===== config.mk =====
export PLATFORM = sky130hd
export DESIGN_NAME = mem_arbiter_rr
export DESIGN_NICKNAME = d
export VERILOG_FILES = /design/src/rtl/mem_arbiter_rr.sv
export SDC_FILE = /design/constraint.sdc
export NUM_CORES = 1
export LEC_CHECK = 0
export BUFFER_PORTS_ARGS = -buffer_cell sky130_fd_sc_hd__buf_2
export CAP_MARGIN = 15
export CORE_AREA = 2 2 548 550
export CTS_CLUSTER_DIAMETER = 120
export CTS_CLUSTER_SIZE = 30
export DETAILED_ROUTE_END_ITERATION = 8
export DIE_AREA = 0 0 550 552
export REMOVE_ABC_BUFFERS = 1
export SLEW_MARGIN = 20
export SYNTH_ARGS = -nofsm -noshare
export SYNTH_HDL_FRONTEND = slang
export SYNTH_SLANG_ARGS = --single-unit

===== constraint.sdc =====
create_clock -name clk -period 2.1 [get_ports clk]
set_input_delay 0.63 -clock clk [delete_from_list [all_inputs] [get_ports clk]]
set_output_delay 0.63 -clock clk [all_outputs]
set_load 0.02 [all_outputs]

===== src/rtl/mem_arbiter_rr.sv =====
// Arbitrates N cache ports onto one line-wide downstream port.
// Round-robin or fixed-priority; the grant is held until mem_resp.
module mem_arbiter_rr #(
    parameter int unsigned NUM_PORTS = 2,
    parameter int unsigned ADDR_W    = 32,
    parameter int unsigned LINE_W    = 256,
    parameter int unsigned MODE      = 0
) (
    input  logic                                           clk,
    input  logic                                           reset_n,
    input  logic [NUM_PORTS-1:0]                           req_read,
    input  logic [NUM_PORTS-1:0]                           req_write,
    input  logic [NUM_PORTS*ADDR_W-1:0]                    req_addr,
    input  logic [NUM_PORTS*LINE_W-1:0]                    req_wdata,
    output logic [LINE_W-1:0]                              req_rdata,
    output logic [NUM_PORTS-1:0]                           req_resp,
    output logic                                           mem_read,
    output logic                                           mem_write,
    output logic [ADDR_W-1:0]                              mem_addr,
    output logic [LINE_W-1:0]                              mem_wdata,
    input  logic [LINE_W-1:0]                              mem_rdata,
    input  logic                                           mem_resp,
    output logic [((NUM_PORTS > 1) ? $clog2(NUM_PORTS) : 1)-1:0] grant_id,
    output logic                                           busy
);

    localparam int unsigned ID_W = (NUM_PORTS > 1) ? $clog2(NUM_PORTS) : 1;

    typedef enum logic [1:0] {
        S_IDLE = 2'd0,
        S_BUSY = 2'd1,
        S_DONE = 2'd2
    } state_t;

    state_t              state, state_nxt;
    logic [ID_W-1:0]     ptr, ptr_nxt;
    logic [ID_W-1:0]     grant_nxt;
    logic                mem_read_nxt, mem_write_nxt, busy_nxt;
    logic [ADDR_W-1:0]   mem_addr_nxt;
    logic [LINE_W-1:0]   mem_wdata_nxt;

    logic [NUM_PORTS-1:0] pending;
    logic [ID_W-1:0]      win_lo, win_hi, win;
    logic                 any_pending, any_hi;
    logic [ADDR_W-1:0]    win_addr;
    logic [LINE_W-1:0]    win_wdata;
    logic                 win_write;

    // Winner: lowest pending index, or lowest at/above ptr with wrap in round-robin mode
    always_comb begin
        pending     = req_read | req_write;
        any_pending = |pending;
        win_lo      = '0;
        win_hi      = '0;
        any_hi      = 1'b0;
        for (int i = int'(NUM_PORTS) - 1; i >= 0; i--) begin
            if (pending[i]) begin
                win_lo = ID_W'(i);
                if (i >= int'(ptr)) begin
                    win_hi = ID_W'(i);
                    any_hi = 1'b1;
                end
            end
        end
        if (MODE == 0 && any_hi) begin
            win = win_hi;
        end else begin
            win = win_lo;
        end
    end

    // Payload mux for the selected port
    always_comb begin
        win_addr  = '0;
        win_wdata = '0;
        win_write = 1'b0;
        for (int i = 0; i < int'(NUM_PORTS); i++) begin
            if (win == ID_W'(i)) begin
                win_addr  = req_addr[i*ADDR_W +: ADDR_W];
                win_wdata = req_wdata[i*LINE_W +: LINE_W];
                win_write = req_write[i];
            end
        end
    end

    // Next-state and registered-output logic
    always_comb begin
        state_nxt     = state;
        ptr_nxt       = ptr;
        grant_nxt     = grant_id;
        mem_read_nxt  = mem_read;
        mem_write_nxt = mem_write;
        mem_addr_nxt  = mem_addr;
        mem_wdata_nxt = mem_wdata;
        case (state)
            S_IDLE: begin
                if (any_pending) begin
                    state_nxt     = S_BUSY;
                    grant_nxt     = win;
                    mem_addr_nxt  = win_addr;
                    mem_wdata_nxt = win_wdata;
                    mem_write_nxt = win_write;
                    mem_read_nxt  = ~win_write;
                end
            end
            S_BUSY: begin
                if (mem_resp) begin
                    state_nxt     = S_DONE;
                    mem_read_nxt  = 1'b0;
                    mem_write_nxt = 1'b0;
                    if (MODE == 0) begin
                        ptr_nxt = (grant_id == ID_W'(NUM_PORTS - 1)) ? '0 : grant_id + ID_W'(1);
                    end
                end
            end
            S_DONE:  state_nxt = S_IDLE;
            default: state_nxt = S_IDLE;
        endcase
        busy_nxt = (state_nxt != S_IDLE);
    end

    always_ff @(posedge clk or negedge reset_n) begin
        if (!reset_n) begin
            state     <= S_IDLE;
            ptr       <= '0;
            grant_id  <= '0;
            mem_read  <= 1'b0;
            mem_write <= 1'b0;
            mem_addr  <= '0;
            mem_wdata <= '0;
            busy      <= 1'b0;
        end else begin
            state     <= state_nxt;
            ptr       <= ptr_nxt;
            grant_id  <= grant_nxt;
            mem_read  <= mem_read_nxt;
            mem_write <= mem_write_nxt;
            mem_addr  <= mem_addr_nxt;
            mem_wdata <= mem_wdata_nxt;
            busy      <= busy_nxt;
        end
    end

    // Completion is steered to the granted port in the same cycle as mem_resp
    always_comb begin
        req_resp = '0;
        for (int i = 0; i < int'(NUM_PORTS); i++) begin
            req_resp[i] = (state == S_BUSY) && mem_resp && (grant_id == ID_W'(i));
        end
    end

    assign req_rdata = mem_rdata;

endmodule


==> flow_metrics.tcl, run 1 <==
set metrics [dict create \
    status "finished with violations" \
    violations "setup timing" \
    place_congestion 0.8734 \
    antenna_found_initial 90 \
    cts_made_buffers 24 \
    post-place-cells 6416 \
    hp-class "in2reg" \
    final_common_cell "buf_2" \
    setup_viol 2 \
    die_x_um 550 \
    finalMaxSlewViolations 0 \
    netlist_area_sq_mm 0.01510 \
    setup_slack_ns -0.3515 \
    fin_nets 3327 \
    critical_path_class "reg2out" \
    max_cap_violations 0 \
    r2r_slack_ns 0.03 \
    cts_tree "built" \
    clk_pin_slew_ns 0.12 \
    num_io_pins 1389 \
    synth_seq_cells 295 \
    die_area_sq_mm 0.3036 \
    drive_gt1_share_pct 42.75 \
    critPathTopFamily "simple AND/OR/NAND/NOR gates" \
    slew_headroom_pct 58.44 \
    initial_core_util_pct 5.064 \
    final_util_pct 8.468 \
    netlist_top_cells_area "dfrtp_1 49%, a21oi_1 19%, buf_4 13%, nand2_1 7.2%, nor2_1 7.2%" \
    final_cell_mix "681 x buf_2, 577 x a21oi_1, 290 x nand2_1, 289 x nor2_1, 264 x dfrtp_1" \
    hold_viol 0 \
    synthCells 1855 \
    worstPathRequired_ns 1.47 \
    synth_warnings 0 \
    stdcell_area_sq_mm 0.02526 \
    ant_nets 0 \
    nFillCells 35050 \
    skew_ns 0.04532 \
    rsz0062_at_grt "true" \
    grt_usage_pct 16.47 \
    use_met2_pct 19.35 \
    synth_top_area_share_pct 48.88 \
    clock.fmax_mhz 407.9 \
    drt_iter0_drc 1916 \
    cp-start-kind "flip-flop" \
    design_power_total_w 0.04389 \
    use_met3_pct 14.96 \
    grt_max_degree 61 \
    yosysTopAreaCell "dfrtp_1" \
    clock-sinks 295 \
    busiest_layer "met1" \
    synth_seq_area_share_pct 48.88 \
    tightest_slew_ns 0.6234 \
    fin_crit_ns 2.451 \
    hpwl_mm 226.0 \
    grt_pass1_vias 15800 \
    ir_drop_uv 907.2 \
    drc 0 \
    wirelength_mm 259.9 \
    grt_pass1_wl_mm 294.7 \
    core_area_sq_mm 0.2983 \
    root_buffer "clkbuf_16" \
    cp_slowest_stage_delay_ns 0.39 \
    crit_chain "nand2b_4 -> or2_4 -> inv_2 -> and2_4 -> buf_12" \
    placed_area_sq_mm 0.02325 \
    fp.dieH_um 552 \
    critPathBufInv 2 \
    syn_avg_cell_area_sq_um 8.142 \
    drt_pass1_iterations 7 \
    vias_per_cell 2.734 \
    area_growth_pct 67.24 \
    synth_cell_type_count 22 \
    p_per_area_mw_per_mm2 1738 \
    critPathArrivalTime_ns 1.82 \
    num_rows 201 \
    route.vias.total 17780 \
    path_max_fanout 4 \
    h-tree-depth 1 \
    clock_latency_ns 0.72 \
    grt.overflow.total 0 \
    fin_cells 6501 \
    cp-end-kind "output pin" \
    fin_crit_sh_pct 116.7 \
    slowest_stage "dfrtp_1" \
    avgRoutedWirePerCell_um 39.97 \
    clockBufferDepth 3 \
    gr-usage-met1_pct 20.05 \
    portBuffers 876 \
    leakage_nw 10.21 \
]
kinds of logic (layout without fill, tap and decap cells):
family	Yosys count	in the layout	synth area share, %
AO/OA/AOI/OAI	586	586	19.65
buffers and inverters	386	1036	16.75
flip-flops	295	295	48.88
other	0	38	0
AND/OR/NAND/NOR	588	588	14.72
repair_timing:
item | 4_1_cts | 5_1_grt
hold buffers | 1 | 0
setup endpoints to repair | 195 | 14
hold endpoints to repair | 15 | 0
pin swaps | 1 | 1
setup buffers | 1 | 2
gates resized for setup | 316 | 0
flip-flops by register name, summed over array words and instances, names as in the netlist:
register / flops
busy: 1
grant_id: 1
mem_addr: 32
mem_read: 1
mem_wdata: 256
mem_write: 1
ptr: 1
state: 2
routing by layer:
layer	up-vias	wire length (um)
li1	7149	-
met1	8085	109900
met2	2112	85510
met5	-	5065
met4	70	8992
met3	360	50350
power by group:
group          switching [W]  leakage, nW  internal [W]
clock                0.00332        0.466       0.00251
sequential           0.00257         3.28       0.00867
combinational         0.0186         6.46       0.00826
total                 0.0244         10.2        0.0194
cell usage after synthesis, drive strengths merged:
cell and n:
a21o 1, buf 352, a21oi 577, dfrtp 295, inv 3, and3 1
o21ai 2, clkbuf 31, o31a 1, a22o 1, nand2 291, or2 2
nor2 290, o31ai 1, and2 2, a21boi 1, nand3 1, nand2b 1
o21bai 1, o22a 1
worst register-to-register path: stages, from the launching register on:
cell and delay (ns):
dfrtp_1 0.42, nor2_1 0.40, o31ai_4 0.15, buf_4 0.18, buf_12 0.15, buf_4 0.16
a21oi_1 0.34, a21oi_1 0.13
through the flow:
stage	hold WS [ns]	setup TNS (ns)	worst slack [ns]
2_1_floorplan	0.3344	-1273.53	-4.844
3_3_place_gp	0.4840	-29.97	-0.3114
3_5_place_dp	0.4958	-36.69	-0.3248
4_1_cts	0.04336	-1.686	-0.4544
5_1_grt	0.08606	-1.183	-0.4557
6_report	0.1262	-0.6106	-0.3515
cell type report:
class                   instances  area, sq um  area share [%]
multi-input cells            1174         5223           20.68
well taps                    3958         4952           19.61
flip-flops and latches        295         7421           29.38
inverters                       3        11.26         0.04458
clock inverters                17        386.6           1.531
diodes                         38        95.09          0.3765
repair buffers                990         6540           25.89
clock buffers                  26        629.4           2.492
final timing paths:
kind,from,endpoint,cells past startpoint
max,state[1],req_resp[1],5
min,req_wdata[75],mem_wdata[75],3
max reg2reg,state[0],mem_wdata[25],7
min reg2reg,mem_read,mem_read,2
max in group asynchronous,reset_n,mem_addr[17],3
min in group asynchronous,reset_n,mem_wdata[100],2
Note: power is estimated with default switching activity, not from simulation.
==> run 2: changes to the inputs <==
--- a/config.mk
+++ b/config.mk
@@ -12,6 +12,7 @@
 export CTS_CLUSTER_SIZE = 30
 export DETAILED_ROUTE_END_ITERATION = 8
 export DIE_AREA = 0 0 550 552
+export HOLD_SLACK_MARGIN = 0.15
 export REMOVE_ABC_BUFFERS = 1
 export SLEW_MARGIN = 20
 export SYNTH_ARGS = -nofsm -noshare
==> constraint.sdc (replaced) <==
create_clock -name clk -period 2.35 [get_ports clk]
set_input_delay 0.705 -clock clk [delete_from_list [all_inputs] [get_ports clk]]
set_output_delay 0.705 -clock clk [all_outputs]
set_load 0.02 [all_outputs]
==> flow_metrics.tcl, run 2 (same netlist as run 1, synthesis figures left out) <==
set metrics [dict create \
    final_common_cell "buf_2" \
    largest_register "mem_wdata" \
    die_x_um 550 \
    wirelength_mm 262.0 \
    fin_crit_ns 2.622 \
    status "finished with violations" \
    cp-end-kind "output pin" \
    multi_input_comb_area_sq_mm 0.005223 \
    r2r_slack_ns 0.28 \
    final_cell_mix "863 x buf_2, 577 x a21oi_1, 290 x nand2_1, 289 x nor2_1, 284 x dfrtp_1" \
    route.vias.total 18650 \
    hpwl_mm 224.7 \
    drc 0 \
    whs_ns 0.2335 \
    grt.overflow.total 0 \
    critPathArrivalTime_ns 1.92 \
    power_frac_clock_pct 13.5 \
    dp_slack_ns -0.2911 \
    grt_max_degree 63 \
    hold_viol 0 \
    setup_slack_ns -0.2717 \
    grt_pass1_vias 16850 \
    clock.fmax_mhz 381.4 \
    path_max_fanout 4 \
    largest_register_ffs 256 \
    stdcell_area_sq_mm 0.02588 \
    p_seq_share_pct 25.4 \
    clockBufferDepth 3 \
    clk_pin_slew_ns 0.09 \
    grt_usage_pct 16.59 \
    skew_ns 0.07668 \
    cp-start-kind "flip-flop" \
    ff_latch_area_sq_mm 0.007396 \
    clock_latency_ns 0.72 \
    antenna_found_initial 88 \
    initial_core_util_pct 5.064 \
    p_sw_share_pct 58.27 \
    drt_pass1_iterations 7 \
    place_congestion 0.8713 \
    num_rows 201 \
    final_util_pct 8.676 \
    violations "setup timing" \
    p_int_w 0.01589 \
    slew_headroom_pct 64.21 \
    die_area_sq_mm 0.3036 \
    finalMaxSlewViolations 0 \
    p_switching_w 0.02219 \
    fin_cells 6653 \
    num_io_pins 1389 \
    worstPathRequired_ns 1.64 \
    drive_gt1_share_pct 38.87 \
    h-tree-depth 1 \
    area_growth_pct 71.34 \
    setup_viol 2 \
    reg_top3 "mem_wdata x256, mem_addr x32, state x2" \
    core_area_sq_mm 0.2983 \
    reg2reg_from "state[0]" \
    p_per_area_mw_per_mm2 1471 \
    hp-class "in2reg" \
    root_buffer "clkbuf_16" \
    combPwrFrac_pct 61.1 \
    fin_nets 3463 \
    portBuffers 876 \
    cts_tree "built" \
    r2r.worst_path.cells 6 \
    cts_made_buffers 24 \
    critical_path_class "reg2out" \
    drt_iter0_drc 2114 \
    ir_drop_uv 760.3 \
    tightest_slew_ns 0.5368 \
    avgRoutedWirePerCell_um 39.39 \
    nFillCells 34900 \
    post-place-cells 6391 \
    leakage_nw 10.46 \
    vias_per_cell 2.803 \
    hold_depth 3 \
    holdCritStartpoint "req_wdata[44]" \
    fp.dieH_um 552 \
    placed_area_sq_mm 0.02304 \
    r2r-end "mem_wdata[66]" \
    max_cap_violations 0 \
    clock-sinks 295 \
    rsz0062_at_grt "true" \
    grt_pass1_wl_mm 297.9 \
    fin_crit_sh_pct 111.6 \
    ant_nets 0 \
    hold_end "mem_wdata[44]" \
]
==> run 2: power groups by stage <==
stage | Combinational, W | Sequential, W | Clock [W]
after floorplan | 0.00607 | 0.0122 | 0
after global placement | 0.0238 | 0.00967 | 0
after global routing | 0.0249 | 0.0101 | 0.00550
after CTS | 0.0242 | 0.00975 | 0.00542
after detailed placement | 0.0238 | 0.00980 | 0
final | 0.0233 | 0.00968 | 0.00513
==> run 2: worst max path at each step <==
stage                 from     endpoint  slack [ns]  cells after the start
3_5_place_dp      mem_resp  req_resp[0]       -0.29                      5
4_1_cts           state[1]  req_resp[1]       -0.41                      5
5_1_grt           state[1]  req_resp[1]       -0.38                      5
2_1_floorplan  req_read[1]     mem_read       -4.67                      3
6_report          state[1]  req_resp[1]       -0.27                      5
3_3_place_gp      mem_resp  req_resp[0]       -0.31                      5
==> run 2: critical path, stage by stage, from the launching register on <==
cell and delay, ns:
dfrtp_1 0.41, nand2b_4 0.16, or2_4 0.27, inv_2 0.07, and2_4 0.17, buf_12 0.13
==> run 2: routing by layer <==
metal	vias up	wire, um	global-route usage [%]	share of wire, %
li1	7429	-	-	-
met1	8679	109300	19.87	42
met2	2123	86090	19.34	33
met3	344	52300	15.45	20
met4	72	9440	4.575	3.6
met5	-	4917	11.84	1.9
==> run 2: what timing repair did <==
item / 4_1_cts / 5_1_grt
setup buffers: 4 / 1
endpoints found under the setup margin: 20 / 2
hold buffers: 160 / 0
hold endpoints to repair: 182 / 0
pin swaps: 1 / 1
gates resized for setup: 29 / 0
==> run 2: cell type report <==
type                            count  area share, %
Antenna cell                       53         0.5125
Clock buffer                       27          2.364
Clock inverter                     17          1.542
Inverter                            3        0.04352
Multi-Input combinational cell   1174          20.18
Sequential cell                   295          28.58
Tap cell                         3958          19.14
Timing Repair Buffer             1126          27.64
==> run 2: through the flow <==
stage                     setup TNS (ns)  power, W
final                            -0.5408   0.03807
after global routing             -0.7260   0.04043
after CTS                        -0.7958   0.03938
after detailed placement          -1.444   0.03355
after global placement           -0.4919   0.03348
after floorplan                 -1222.25   0.01824
